<file path="config.mk">
export PLATFORM = sky130hd
export DESIGN_NAME = spi_word_byte_fifo
export DESIGN_NICKNAME = d
export VERILOG_FILES = /design/src/rtl/spi_uart_pkg.sv /design/src/rtl/sync_fifo.sv /design/src/rtl/spi_word_byte_fifo.sv
export SDC_FILE = /design/constraint.sdc
export NUM_CORES = 1
export LEC_CHECK = 0
export BUFFER_PORTS_ARGS = -buffer_cell sky130_fd_sc_hd__clkbuf_2
export CAP_MARGIN = 20
export CORE_MARGIN = 2
export CORE_UTILIZATION = 51
export CTS_CLUSTER_SIZE = 28
export DETAILED_ROUTE_END_ITERATION = 8
export PLACE_DENSITY = 0.75
export SLEW_MARGIN = 10
export SYNTH_ARGS = -nofsm -noshare
export SYNTH_HDL_FRONTEND = slang
export SYNTH_SLANG_ARGS = --single-unit
</file>
<file path="constraint.sdc">
create_clock -name clk_in -period 2.7 [get_ports clk_in]
set_clock_uncertainty 0.2 [all_clocks]
set_input_delay 0.27 -clock clk_in [delete_from_list [all_inputs] [get_ports clk_in]]
set_output_delay 0.27 -clock clk_in [all_outputs]
set_load 0.01 [all_outputs]
</file>
<file path="src/rtl/spi_uart_pkg.sv">
// spi_uart_pkg: shared byte width, serializer state type and word-to-byte helper
package spi_uart_pkg;
    localparam int BYTE_W = 8;
    typedef enum logic {IDLE, SEND} ser_state_t;
    function automatic int bytes_per_word(input int data_width);
        return data_width / BYTE_W;
    endfunction
endpackage

</file>
<file path="src/rtl/sync_fifo.sv">
// sync_fifo: single-clock first-word-fall-through FIFO, occupancy tracked by count
module sync_fifo #(
    parameter int WIDTH = 16,
    parameter int DEPTH = 8
) (
    input  logic                       clk_in,
    input  logic                       rst_in,
    input  logic                       push,
    input  logic                       pop,
    input  logic [WIDTH-1:0]           din,
    output logic [WIDTH-1:0]           dout,
    output logic                       full,
    output logic                       empty,
    output logic [$clog2(DEPTH+1)-1:0] count
);
    localparam int AW = $clog2(DEPTH);
    localparam int CW = $clog2(DEPTH + 1);

    logic [WIDTH-1:0] mem [DEPTH];
    logic [AW-1:0]    wr_ptr, rd_ptr;

    always_ff @(posedge clk_in or negedge rst_in) begin
        if (!rst_in) begin
            wr_ptr <= '0;
            rd_ptr <= '0;
            count  <= '0;
        end else begin
            if (push) wr_ptr <= wr_ptr + 1'b1;
            if (pop) rd_ptr <= rd_ptr + 1'b1;
            count <= count + CW'(push) - CW'(pop);
        end
    end

    always_ff @(posedge clk_in) begin
        if (push) mem[wr_ptr] <= din;
    end

    assign dout  = mem[rd_ptr];
    assign full  = count == CW'(DEPTH);
    assign empty = count == '0;
endmodule

</file>
<file path="src/rtl/spi_word_byte_fifo.sv">
// spi_word_byte_fifo: buffers SPI words and streams them out byte by byte on valid/ready
module spi_word_byte_fifo
    import spi_uart_pkg::*;
#(
    parameter int DATA_WIDTH = 16,
    parameter int DEPTH      = 8,
    parameter bit MSB_FIRST  = 1'b1
) (
    input  logic                       clk_in,
    input  logic                       rst_in,
    input  logic [DATA_WIDTH-1:0]      word_in,
    input  logic                       word_valid_in,
    output logic [7:0]                 byte_out,
    output logic                       byte_valid_out,
    input  logic                       byte_ready_in,
    output logic [$clog2(DEPTH+1)-1:0] fill_out,
    output logic                       empty_out,
    output logic                       overflow_out
);
    localparam int BYTES = bytes_per_word(DATA_WIDTH);
    localparam int IW    = BYTES > 1 ? $clog2(BYTES) : 1;
    localparam int CW    = $clog2(DEPTH + 1);

    ser_state_t            state, state_nxt;
    logic [IW-1:0]         idx, idx_nxt;
    logic [DATA_WIDTH-1:0] hold, hold_nxt, fifo_dout;
    logic                  fifo_full, fifo_empty, push, pop;

    function automatic logic [BYTE_W-1:0] pick(input logic [DATA_WIDTH-1:0] w, input logic [IW-1:0] i);
        int k;
        k = MSB_FIRST ? BYTES - 1 - int'(i) : int'(i);
        return BYTE_W'(w >> (k * BYTE_W));
    endfunction

    // a pop in the same cycle frees the slot, so a full FIFO can still take the word
    assign push = word_valid_in && (!fifo_full || pop);

    sync_fifo #(.WIDTH(DATA_WIDTH), .DEPTH(DEPTH)) u_fifo (
        .clk_in (clk_in),
        .rst_in (rst_in),
        .push   (push),
        .pop    (pop),
        .din    (word_in),
        .dout   (fifo_dout),
        .full   (fifo_full),
        .empty  (fifo_empty),
        .count  (fill_out)
    );

    always_comb begin
        state_nxt = state;
        idx_nxt   = idx;
        hold_nxt  = hold;
        pop       = 1'b0;
        if (state == IDLE || (byte_ready_in && idx == IW'(BYTES - 1))) begin
            pop       = !fifo_empty;
            state_nxt = fifo_empty ? IDLE : SEND;
            hold_nxt  = fifo_empty ? hold : fifo_dout;
            idx_nxt   = '0;
        end else if (byte_ready_in) begin
            idx_nxt = idx + 1'b1;
        end
    end

    // outputs are computed from next-state values so every one comes straight off a flop
    always_ff @(posedge clk_in or negedge rst_in) begin
        if (!rst_in) begin
            state          <= IDLE;
            idx            <= '0;
            hold           <= '0;
            byte_out       <= '0;
            byte_valid_out <= 1'b0;
            empty_out      <= 1'b1;
            overflow_out   <= 1'b0;
        end else begin
            state          <= state_nxt;
            idx            <= idx_nxt;
            hold           <= hold_nxt;
            byte_out       <= pick(hold_nxt, idx_nxt);
            byte_valid_out <= state_nxt == SEND;
            empty_out      <= ((fill_out + CW'(push) - CW'(pop)) == '0) && (state_nxt == IDLE);
            overflow_out   <= word_valid_in && !push;
        end
    end
endmodule

</file>
Yosys cells after proc, flatten, opt, wreduce, memory -nomap -nowiden --
Memories as Yosys holds them, arrays and structs flattened. Index checks and enable logic that the tools add are counted.
Storage, ports and cells: bits in registers 38, RAM bits 128, input port bits 20, word-level logic and storage cells 40, memories 1
Memory list:
- u_fifo.mem | words 8, width 16, rd ports 1, clocked after Yosys merged registers in 0, write ports 1, line sync_fifo.sv:19 | logic [WIDTH-1:0] mem [DEPTH];
Cells by class: add/sub/neg operators 6, equality and inequality tests 1, shift-type cells 1, muxes and demuxes 9, bitwise operators 2, reductions and logical operators 11
Operators with widths (count):
- 16-bit two-way mux | 2
- 16-bit by 32-bit >> shifter with 8-bit output | 1
- 4-bit zero test | 2
- 1-bit two-way mux | 7
- 3-bit by 1-bit adder with 3-bit output, second input constant | 2
- 4-bit by 1-bit adder with 4-bit output | 1
- 4-bit equality test, second input constant | 1
- 1-bit logical AND | 4
- 4-bit by 1-bit subtractor with 4-bit output | 1
- 1-bit zero test | 3
- 1-bit logical OR | 2
- 1-bit inverter | 2
- 1-bit by 1-bit subtractor with 2-bit output, first input constant | 1
- 1-bit adder, second input constant | 1

Depth between registers and ports, before layout --
Gate-level depths: netlist of the first run.
word-level depth 9, gate-level depth with buffers 12, depth with buffers taken out 10

Hierarchy --
Synthesis of the first run repeated with hierarchy kept, for this count alone.
Unflattened totals: cells, all modules 343, area, all modules 6825.3 um^2
By module, submodules not included:
- sync_fifo | times used 1, cells an instance 240, area each 5477.8 um^2, seq. area each 4093.9 um^2
- spi_word_byte_fifo | times used 1, cells an instance 103, area each 1347.5 um^2, seq. area each 701.9 um^2

Least setup slack after synthesis of the first run --
OpenSTA, ideal clock, no wires.
path kind flip-flop to flip-flop, start point reg u_fifo.count[2], end point mem u_fifo.mem[0][0], enable pin, arrival time 2.335 ns, slack -0.244 ns, cell stages (with the launch flop) 6, buffers on the path 0, period minus slack after synthesis 2.944 ns, path through dfrtp_1 -> inv_1 -> ha_1 -> o211ai_1 -> nand3b_1 -> nor3_1
On the way: word-level cells in the longest chain between the ends 7
Ends and longest elaborated chain:
- start, declared | line sync_fifo.sv:14 | output logic [$clog2(DEPTH+1)-1:0] count
- start signal, assigned | line sync_fifo.sv:30 | count <= count + CW'(push) - CW'(pop);
- 4-bit zero test | line sync_fifo.sv:40 | assign empty = count == '0;
- 1-bit zero test | line spi_word_byte_fifo.sv:56 | pop = !fifo_empty;
- 1-bit two-way mux | line spi_word_byte_fifo.sv:55 | if (state == IDLE || (byte_ready_in && idx == IW'(BYTES - 1))) begin
- 1-bit logical OR (*) | line spi_word_byte_fifo.sv:36 | assign push = word_valid_in && (!fifo_full || pop);
- 1-bit logical AND (*) | line spi_word_byte_fifo.sv:36
- 1-bit two-way mux (*) | line sync_fifo.sv:35 | if (push) mem[wr_ptr] <= din;
- 1-bit two-way mux (implied by the code) (*) | line sync_fifo.sv:35
- end, declared | line sync_fifo.sv:19
Mark *: on every way between the ends. The rest lies on a longest branch, timed or not.

Worst setup path after layout of the first run --
start point reg idx, end point reg empty_out
On the way: word-level cells in the longest chain between the ends 9
Ends and longest elaborated chain:
- start, declared | line spi_word_byte_fifo.sv:25 | logic [IW-1:0] idx, idx_nxt;
- start signal, assigned | line spi_word_byte_fifo.sv:77 | idx <= idx_nxt;
- 1-bit logical AND (*) | line spi_word_byte_fifo.sv:55
- 1-bit logical OR (*) | line spi_word_byte_fifo.sv:55
- 1-bit two-way mux | line spi_word_byte_fifo.sv:55
- 1-bit logical OR | line spi_word_byte_fifo.sv:36
- 1-bit logical AND | line spi_word_byte_fifo.sv:36
- 4-bit by 1-bit adder with 4-bit output | line spi_word_byte_fifo.sv:81 | empty_out <= ((fill_out + CW'(push) - CW'(pop)) == '0) && (state_nxt == IDLE);
- 4-bit by 1-bit subtractor with 4-bit output | line spi_word_byte_fifo.sv:81
- 4-bit zero test | line spi_word_byte_fifo.sv:81
- 1-bit logical AND (*) | line spi_word_byte_fifo.sv:81
- end signal, assigned | line spi_word_byte_fifo.sv:81
- end, declared | line spi_word_byte_fifo.sv:17 | output logic empty_out,
Marks and branches as above. A chain may end at the register's enable or synchronous reset.

==> flow_summary.yaml, run 1 <==
placed_design:
  dp_hpwl_um: 7044
  io_buffers: 34
  gp_congestion: 0.7754
worst_setup_path:
  start_kind: "flip-flop"
  cp_top_family: "adder cells"
  cp_max_fo: 4
  path_cells: "ha_1, nor2b_2, a21oi_4, ha_1, inv_1, ha_1, inv_1, fa_1, nand2b_1, nor4_2"
  cp_common_cell: "ha_1"
  crit_slowest_cell: "fa_1"
  reg2reg_slack_ns: 0.20
  worstSetupEndpointType: "flip-flop"
  critical_path_depth: 10
  path_class: "flip-flop to flip-flop"
  critPathArrivalTime_ns: 2.63
  path_buf_inv: 2
  worstPathRequired_ns: 2.83
  ff2ff_path_depth: 10
  cp_slowest_stage_delay_ns: 0.51
timing:
  fin_crit_ns: 2.502
  setup_violations: 0
  fmax_ghz: 0.3996
  relSlewSlack_pct: 32.65
  post-route-period-util_pct: 92.68
  hold_viol_final: 0
  finalMaxSlewViolations: 0
  rsz0062_at_grt: "false"
  finalSetupTns_ns: 0
  tightest_slew_ns: 1.010
finish:
  regArea_um2: 4797
  area_growth_pct: 17.94
  fillers: 884
  drive_gt1_share_pct: 26.53
  final_nets: 443
  multiInputGateArea_um2: 1604
  antenna_cells: 0
synthesis:
  ys_seq_area_share_pct: 73.39
  synth.mux.area_fraction_pct: 14.46
  synth_warnings: 0
  ys_ff_latch: 166
  synthSimpleGateAreaFrac_pct: 4.346
  synthAdderAreaFrac_pct: 2.029
  synth_cell_type_count: 32
  syn_area_um2: 6535
  ys.flop_type: "edfxtp_1"
  synth_area_per_cell_um2: 19.22
  postSynth.asyncResetShare_pct: 22.89
  synthCells: 340
  synth-compound-area-share_pct: 2.432
  synth_top_family_by_area: "multiplexers"
  syn_nets: 370
  synth_edf_count: 128
  synth_xor_area_share_pct: 0.8041
grt:
  grt_pass1_vias: 3274
  use_met2_pct: 30.04
  grt_util_met1_pct: 25.15
  grt.overflow.total: 0
  groute.usage.overall_pct: 18.83
  grt_max_degree: 36
  antenna_found_initial: 0
  use_met3_pct: 4.428
  grt_pass1_wl_um: 18050
  top_usage_layer: "met2"
pwr:
  ir_worst_vdd_mv: 0.6462
  power_mw: 8.385
  p_leak_nw: 2.822
  power_density_nw_per_um2: 1088
flow_run:
  maxCapViolCount: 0
floorplan:
  row_count: 41
  io_pins: 35
  die_h_um: 117.2
  die_area_um2: 13730
  die_x_um: 117.2
  core_um2: 12570
  initial_core_util_pct: 52.00
clock_network:
  clk_latency_ns: 0.42
  numCtsBuffers: 17
  cts_buffer_depth: 2
  clk_pin_slew_ns: 0.06
  cts_tree: "done"
  root_buffer: "clkbuf_16"
  post_cts_buffers: 0
  cts_sinks: 166
  h-tree-depth: 4
routing:
  first_pass_iters: 4
  ant_nets: 0
  wl_per_cell_um: 19.52
  wirelength_um: 11680
  drc: 0
  drt_iter0_drc: 210
  vias: 3227
  avgViaCountPerCell: 5.396
run_status:
  outcome: "finished, final reports clean"
hold_path:
  min_path_type: "input port to asynchronous set/reset pin"
==> logic make-up (layout without fill, tap and decap cells) <==
group	Yosys count	count (layout)
simple gates	63	63
mux	50	50
fa+ha+maj	10	10
flops	166	166
compound gates	20	20
buf+inv	25	111
xor+xnor	6	6
==> layer usage <==
metal  wire length [um]  vias to the layer above
li1                   -                     1467
met1               4826                     1646
met2               5993                       99
met3                665                       15
met4                190                        0
met5                  0                        -
==> timing repair <==
action	4_1_cts	5_1_grt
resized for setup	0	2
endpoints found under the hold margin	157	0
hold buffers	18	0
endpoints found under the setup margin	0	1
==> sequential cells by signal, indices dropped and copies added (netlist names) <==
name           cells
u_fifo.mem       128
empty_out          1
byte_out           8
u_fifo.rd_ptr      3
idx                1
u_fifo.count       4
overflow_out       1
hold              16
u_fifo.wr_ptr      3
state              1
==> layout make-up <==
cell class / instances / area share (%)
tap: 172 / 2.792
multi-input combinational: 149 / 20.81
timing repair buffer: 69 / 6.526
sequential: 166 / 62.24
clock inverter: 10 / 1.380
clock buffer: 22 / 5.763
inverter: 10 / 0.4870
==> final timing paths <==
| check | start | endpoint |
|---|---|---|
| hold / removal | rst_in | u_fifo.count[2] |
| min in group clk_in | byte_ready_in | state |
| setup reg to reg | idx | empty_out |
| setup / recovery | idx | empty_out |
| hold reg to reg | hold[9] | hold[9] |
| max in group asynchronous | rst_in | byte_out[4] |
==> Yosys cell counts, types with 4 or more instances <==
master | count | area [um2]
ha_1 | 9 | 112.6
mux2i_1 | 16 | 160.2
inv_1 | 10 | 37.54
dfrtp_1 | 37 | 925.9
o31ai_2 | 6 | 75.07
edfxtp_1 | 128 | 3844
xnor2_1 | 4 | 35.03
nor2_1 | 32 | 120.1
buf_2 | 7 | 35.03
mux4_1 | 11 | 289.0
a21oi_1 | 9 | 45.04
nand2_1 | 11 | 41.29
and2_1 | 9 | 56.30
mux4_2 | 21 | 473.0
==> cell usage in the layout, fill, tap and decap left out, drive strengths merged <==
cell / n
ha: 9
fa: 1
nand2b: 3
dfrtp: 37
xnor2: 4
bufinv: 2
inv: 10
clkinvlp: 1
nand3b: 2
mux2i: 16
nor3: 2
a21oi: 10
dfstp: 1
clkbuf: 56
dlygate4sd3: 18
nand2: 11
nand3: 2
o211ai: 1
mux2: 2
nor2: 32
nor2b: 1
xor2: 2
mux4: 32
buf: 17
clkinv: 7
edfxtp: 128
nor4: 1
o31ai: 8
a21o: 1
and2: 9
==> stage by stage <==
| stage | cell area [um2] | worst slack, ns | hold slack (ns) | instances | util [%] |
|---|---|---|---|---|---|
| final | 7707 | 0.1978 | 0.2349 | 598 | 61.32 |
| after global routing | 7707 | 0.02440 | 0.2590 | 598 | 61.32 |
| after CTS | 7699 | 0.1219 | 0.2309 | 598 | 61.25 |
| after detailed placement | 6968 | 0.1285 | 0.1508 | 548 | 55.44 |
| after global placement | 6968 | 0.2689 | 0.1396 | 548 | 55.44 |
| after floorplan | 6570 | 0.02585 | -0.2256 | 340 | - |
==> power by group <==
group	internal (mW)	switching (mW)	leakage (nW)
combinational	1.18	1.31	0.972
clock	1.35	0.903	0.265
sequential	3.34	0.302	1.59
total	5.87	2.52	2.82
No activity file was read; power rests on OpenSTA's default activity.
==> run 2, diff against run 1 <==
--- a/config.mk
+++ b/config.mk
@@ -5,6 +5,7 @@
 export SDC_FILE = /design/constraint.sdc
 export NUM_CORES = 1
 export LEC_CHECK = 0
+export ABC_AREA = 1
 export BUFFER_PORTS_ARGS = -buffer_cell sky130_fd_sc_hd__clkbuf_2
 export CAP_MARGIN = 20
 export CORE_MARGIN = 2
==> flow_summary.yaml, run 2 <==
grt:
  antenna_found_initial: 0
  grt_max_degree: 66
  grt_pass1_vias: 4418
  groute.usage.overall_pct: 20.54
  grt_pass1_wl_um: 22290
  grt.overflow.total: 0
placed_design:
  dp_hpwl_um: 8484
  io_buffers: 34
  post_dp_cell_area_um2: 7306
  place_ws_ns: 0.02269
  placedCellCount: 819
  gp_congestion: 0.8450
clock_network:
  cts_buffer_depth: 2
  numCtsBuffers: 17
  cts_sinks: 166
  h-tree-depth: 4
  root_buffer: "clkbuf_16"
  clk_latency_ns: 0.43
  cts_tree: "done"
  clk_pin_slew_ns: 0.06
  post_cts_buffers: 0
floorplan:
  die_h_um: 120.9
  die_area_um2: 14620
  io_pins: 35
  die_x_um: 120.9
  row_count: 42
  initial_core_util_pct: 52.44
  core_um2: 13300
worst_setup_path:
  cp_max_fo: 3
  start_kind: "flip-flop"
  critPathArrivalTime_ns: 2.71
  worstPathRequired_ns: 2.85
  worstSetupEndpointType: "flip-flop"
  ff2ff_path_depth: 13
  reg2reg_slack_ns: 0.14
  r2r_end: "empty_out"
  r2r_start: "idx"
  path_class: "flip-flop to flip-flop"
synthesis:
  yosysMostFrequentCell: "nand2_1"
  ys_top_cells_by_area: "edfxtp_1 (55%), dfrtp_1 (13%), nand2_1 (7.0%)"
  syn_area_um2: 6972
  syn_nets: 648
  synth_common_cells: "nand2_1 (130), edfxtp_1 (128), nor2_1 (73)"
  synthCells: 618
  synth_edf_count: 128
  synth_area_per_cell_um2: 11.28
  postSynth.asyncResetShare_pct: 22.89
  ys_ff_latch: 166
  synth_top_area_cell: "edfxtp_1"
  ys.flop_type: "edfxtp_1"
  ys_seq_area_share_pct: 68.79
  synth_warnings: 0
  synth_cell_type_count: 27
  synth_top_area_share_pct: 55.13
finish:
  drive_gt1_share_pct: 17.75
  top_register: "u_fifo.mem"
  multiInputGateArea_um2: 1728
  largest_reg_flops: 128
  final_nets: 710
  area_growth_pct: 16.12
  antenna_cells: 0
  fillers: 1042
  top_regs: "u_fifo.mem (128), hold (16), byte_out (8)"
  regArea_um2: 4797
  final_cell_mix: "nand2_1 (129), edfxtp_1 (128), nor2_1 (73)"
  final_cells: 869
  fin_area_um2: 8095
  mostFrequentLayoutCell: "nand2_1"
hold_path:
  min_path_type: "input port to flip-flop"
  hold_start: "byte_ready_in"
  hold_depth: 5
  hold_end: "state"
routing:
  drt_iter0_drc: 306
  vias: 4511
  avgViaCountPerCell: 5.191
  first_pass_iters: 5
  wl_per_cell_um: 15.87
  ant_nets: 0
  wirelength_um: 13800
  drc: 0
timing:
  fmax_ghz: 0.3904
  rsz0062_at_grt: "false"
  setup_violations: 0
  tightest_slew_ns: 0.9138
  finalMaxSlewViolations: 0
  finalSetupTns_ns: 0
  post-route-period-util_pct: 94.86
  timing.hold.ws_ns: 0.1542
  worst_slack_ns: 0.1387
  fin_crit_ns: 2.561
  relSlewSlack_pct: 39.08
  hold_viol_final: 0
pwr:
  ir_worst_vdd_mv: 0.6048
  power_density_nw_per_um2: 1101
  p_leak_nw: 3.412
run_status:
  outcome: "finished, final reports clean"
flow_run:
  maxCapViolCount: 0
## run 2: changes by cell type after synthesis, moves of 21 or more
cell	change
nand2_1	+119
inv_1	+52
nand3_1	+48
o21ai_1	+47
nor2_1	+41
mux4_2	-21
## run 2: area by class of cell
type | instances | share of cell area (%)
well taps | 176 | 2.720
multi-input cells | 357 | 21.34
flip-flops and latches | 166 | 59.26
clock buffers | 24 | 6.538
inverters | 68 | 3.153
clock inverters | 8 | 0.8346
repair buffers | 70 | 6.151
## run 2: per-stage QoR
stage	utilization [%]	power, mW
2_1_floorplan	-	5.756
3_3_place_gp	54.95	6.369
3_5_place_dp	54.95	6.527
4_1_cts	60.79	8.930
5_1_grt	60.89	9.480
6_report	60.89	8.915
## run 2: worst max path at each step
stage	start	to	slack (ns)	cells past startpoint
2_1_floorplan	idx	empty_out	0.003	14
3_3_place_gp	byte_ready_in	empty_out	0.19	14
3_5_place_dp	u_fifo.count[2]	empty_out	0.02	13
4_1_cts	u_fifo.count[2]	empty_out	0.009	13
5_1_grt	u_fifo.count[3]	empty_out	0.02	13
6_report	idx	empty_out	0.14	13
## run 2: report_power, final
| part | total [mW] | leakage [nW] | internal [mW] | switching (mW) |
|---|---|---|---|---|
| clock network | 2.38 | 0.298 | 1.46 | 0.925 |
| registers | 3.54 | 1.62 | 3.32 | 0.226 |
| logic | 2.99 | 1.49 | 0.993 | 2.00 |
| total | 8.92 | 3.41 | 5.77 | 3.15 |
## run 2: kinds of logic after synthesis
family          share of synthesized area [%]
simple gates                            17.96
buf+inv                                 6.604
fa+ha+maj                               1.902
compound gates                          4.235
xor+xnor                               0.5026
flops                                   68.79
## run 2: timing repair
item / CTS / global route
endpoints found under the setup margin: 0 / 1
hold buffers: 18 / 0
endpoints found under the hold margin: 167 / 0
resized for setup: 0 / 4
## run 2: per-layer routing
metal	track usage, %	up-vias	share of wire, %	routed length (um)
met3	5.498	29	5.6	773
li1	-	2160	-	-
met2	32.65	141	49	6790
met5	0	-	0	0
met4	9.738	0	2.5	351
met1	26.34	2181	43	5879
## run 2: worst max-delay path: stages, from the launching register on
cell     delay (ns)
dfrtp_1        0.36
ha_1           0.20
nor2_4         0.10
inv_2          0.06
nand2_4        0.07
inv_2          0.05
ha_1           0.27
inv_1          0.06
ha_1           0.16
inv_1          0.06
fa_1           0.47
inv_1          0.06
nor3_2         0.19
nor3b_2        0.18
==> run 3, diff against run 2 <==
--- a/config.mk
+++ b/config.mk
@@ -10,9 +10,10 @@
 export CAP_MARGIN = 20
 export CORE_MARGIN = 2
 export CORE_UTILIZATION = 51
+export CTS_CLUSTER_DIAMETER = 150
 export CTS_CLUSTER_SIZE = 28
 export DETAILED_ROUTE_END_ITERATION = 8
-export PLACE_DENSITY = 0.75
+export PLACE_DENSITY = 0.67
 export SLEW_MARGIN = 10
 export SYNTH_ARGS = -nofsm -noshare
 export SYNTH_HDL_FRONTEND = slang
==> flow_summary.yaml, run 3 (synthesized netlist as in run 2, its figures left out) <==
grt:
  grt_max_degree: 46
  grt.overflow.total: 0
  antenna_found_initial: 0
  grt_pass1_vias: 4360
  groute.usage.overall_pct: 21.44
  grt_pass1_wl_um: 23200
worst_setup_path:
  ff2ff_path_depth: 13
  path_buf_inv: 4
  path_cells: "inv_2, ha_2, nand2_2, nand2_4, inv_2, ha_1, inv_1, ha_2, inv_1, fa_1, xnor2_1, nor3_2, nor3b_2"
  worstSetupEndpointType: "flip-flop"
  worstPathRequired_ns: 2.85
  start_kind: "flip-flop"
  critical_path_depth: 13
  crit_slowest_cell: "dfrtp_1"
  path_class: "flip-flop to flip-flop"
  critPathArrivalTime_ns: 2.66
  cp_max_fo: 3
  cp_top_family: "adder cells"
  cp_slowest_stage_delay_ns: 0.38
timing:
  finalSetupTns_ns: 0
  fin_crit_ns: 2.502
  rsz0062_at_grt: "false"
  relSlewSlack_pct: 37.14
  setup_violations: 0
  timing.hold.ws_ns: 0.1656
  hold_viol_final: 0
  finalMaxSlewViolations: 0
  fmax_ghz: 0.3997
  post-route-period-util_pct: 92.67
  tightest_slew_ns: 0.9429
routing:
  first_pass_iters: 5
  ant_nets: 0
  vias: 4476
  wirelength_um: 14330
  drc: 0
  drt_iter0_drc: 379
  wl_per_cell_um: 16.45
  avgViaCountPerCell: 5.139
clock_network:
  cts_tree: "done"
  numCtsBuffers: 17
  h-tree-depth: 4
  clk_latency_ns: 0.43
  clk_pin_slew_ns: 0.06
  cts_buffer_depth: 2
  cts_sinks: 166
  root_buffer: "clkbuf_16"
finish:
  top_register: "u_fifo.mem"
  largest_reg_flops: 128
  antenna_cells: 0
  area_growth_pct: 17.50
  final_cell_mix: "nand2_1 (129), edfxtp_1 (128), nor2_1 (73)"
  fillers: 1014
  fin_area_um2: 8192
  top_regs: "u_fifo.mem (128), hold (16), byte_out (8)"
  drive_gt1_share_pct: 18.27
  final_cells: 871
  mostFrequentLayoutCell: "nand2_1"
  final_nets: 712
pwr:
  power_mw: 9.288
  power_density_nw_per_um2: 1134
  p_leak_nw: 3.436
  ir_worst_vdd_mv: 0.5282
floorplan:
  row_count: 42
  die_h_um: 120.9
  die_area_um2: 14620
  initial_core_util_pct: 52.44
  die_x_um: 120.9
  core_um2: 13300
  io_pins: 35
run_status:
  outcome: "finished, final reports clean"
placed_design:
  gp_congestion: 0.7849
  post_dp_cell_area_um2: 7326
  placedCellCount: 820
  io_buffers: 34
  dp_hpwl_um: 8259
hold_path:
  min_path_type: "input port to flip-flop"
  hold_depth: 5
flow_run:
  maxCapViolCount: 0
## run 3: final timing paths
check / from / end / slack, ns
setup / recovery: u_fifo.count[2] / empty_out / 0.20
hold / removal: byte_ready_in / state / 0.17
setup reg to reg: u_fifo.count[2] / empty_out / 0.20
hold reg to reg: hold[15] / hold[15] / 0.29
max in group asynchronous: rst_in / u_fifo.rd_ptr[0] / 1.33
min in group asynchronous: rst_in / u_fifo.wr_ptr[0] / 0.32
## run 3: metrics by stage
stage	setup slack, ns	util [%]
6_report	0.1980	61.61
5_1_grt	0.0004015	61.61
4_1_cts	0.05980	61.42
3_5_place_dp	0.09107	55.10
3_3_place_gp	0.1952	55.10
2_1_floorplan	0.003447	-
## run 3: worst min-delay path: stages
cell and delay [ns]:
clkbuf_2 0.08, ha_1 0.18, nor2_4 0.04, inv_2 0.07, nand2_1 0.09
## run 3: routing by layer
| layer | global-route usage (%) | wire, um | vias up |
|---|---|---|---|
| li1 | - | - | 2168 |
| met1 | 28.74 | 6478 | 2175 |
| met2 | 33.88 | 6876 | 104 |
| met3 | 4.417 | 537 | 29 |
| met4 | 9.811 | 436 | 0 |
| met5 | 0 | 0 | - |
## run 3: cell type report
| class | instances | area (um2) | area share (%) |
|---|---|---|---|
| clock buffer | 19 | 432.9 | 5.285 |
| multi-input combinational | 357 | 1733 | 21.15 |
| tap | 176 | 220.2 | 2.688 |
| clock inverter | 13 | 227.7 | 2.780 |
| sequential | 166 | 4797 | 58.56 |
| inverter | 68 | 255.2 | 3.116 |
| timing repair buffer | 72 | 525.5 | 6.415 |
## run 3: timing repair
item                                    in CTS  in global routing
gates resized for setup                      0                  6
buffers inserted                             0                  1
hold buffers                                18                  0
endpoints found under the hold margin      167                  0
endpoints found under the setup margin       0                  1
## run 3: report_power, final
| part | internal [mW] | switching (mW) | leakage (nW) |
|---|---|---|---|
| sequential | 3.32 | 0.230 | 1.62 |
| combinational | 1.02 | 2.02 | 1.50 |
| clock | 1.73 | 0.963 | 0.313 |
| total | 6.07 | 3.22 | 3.44 |
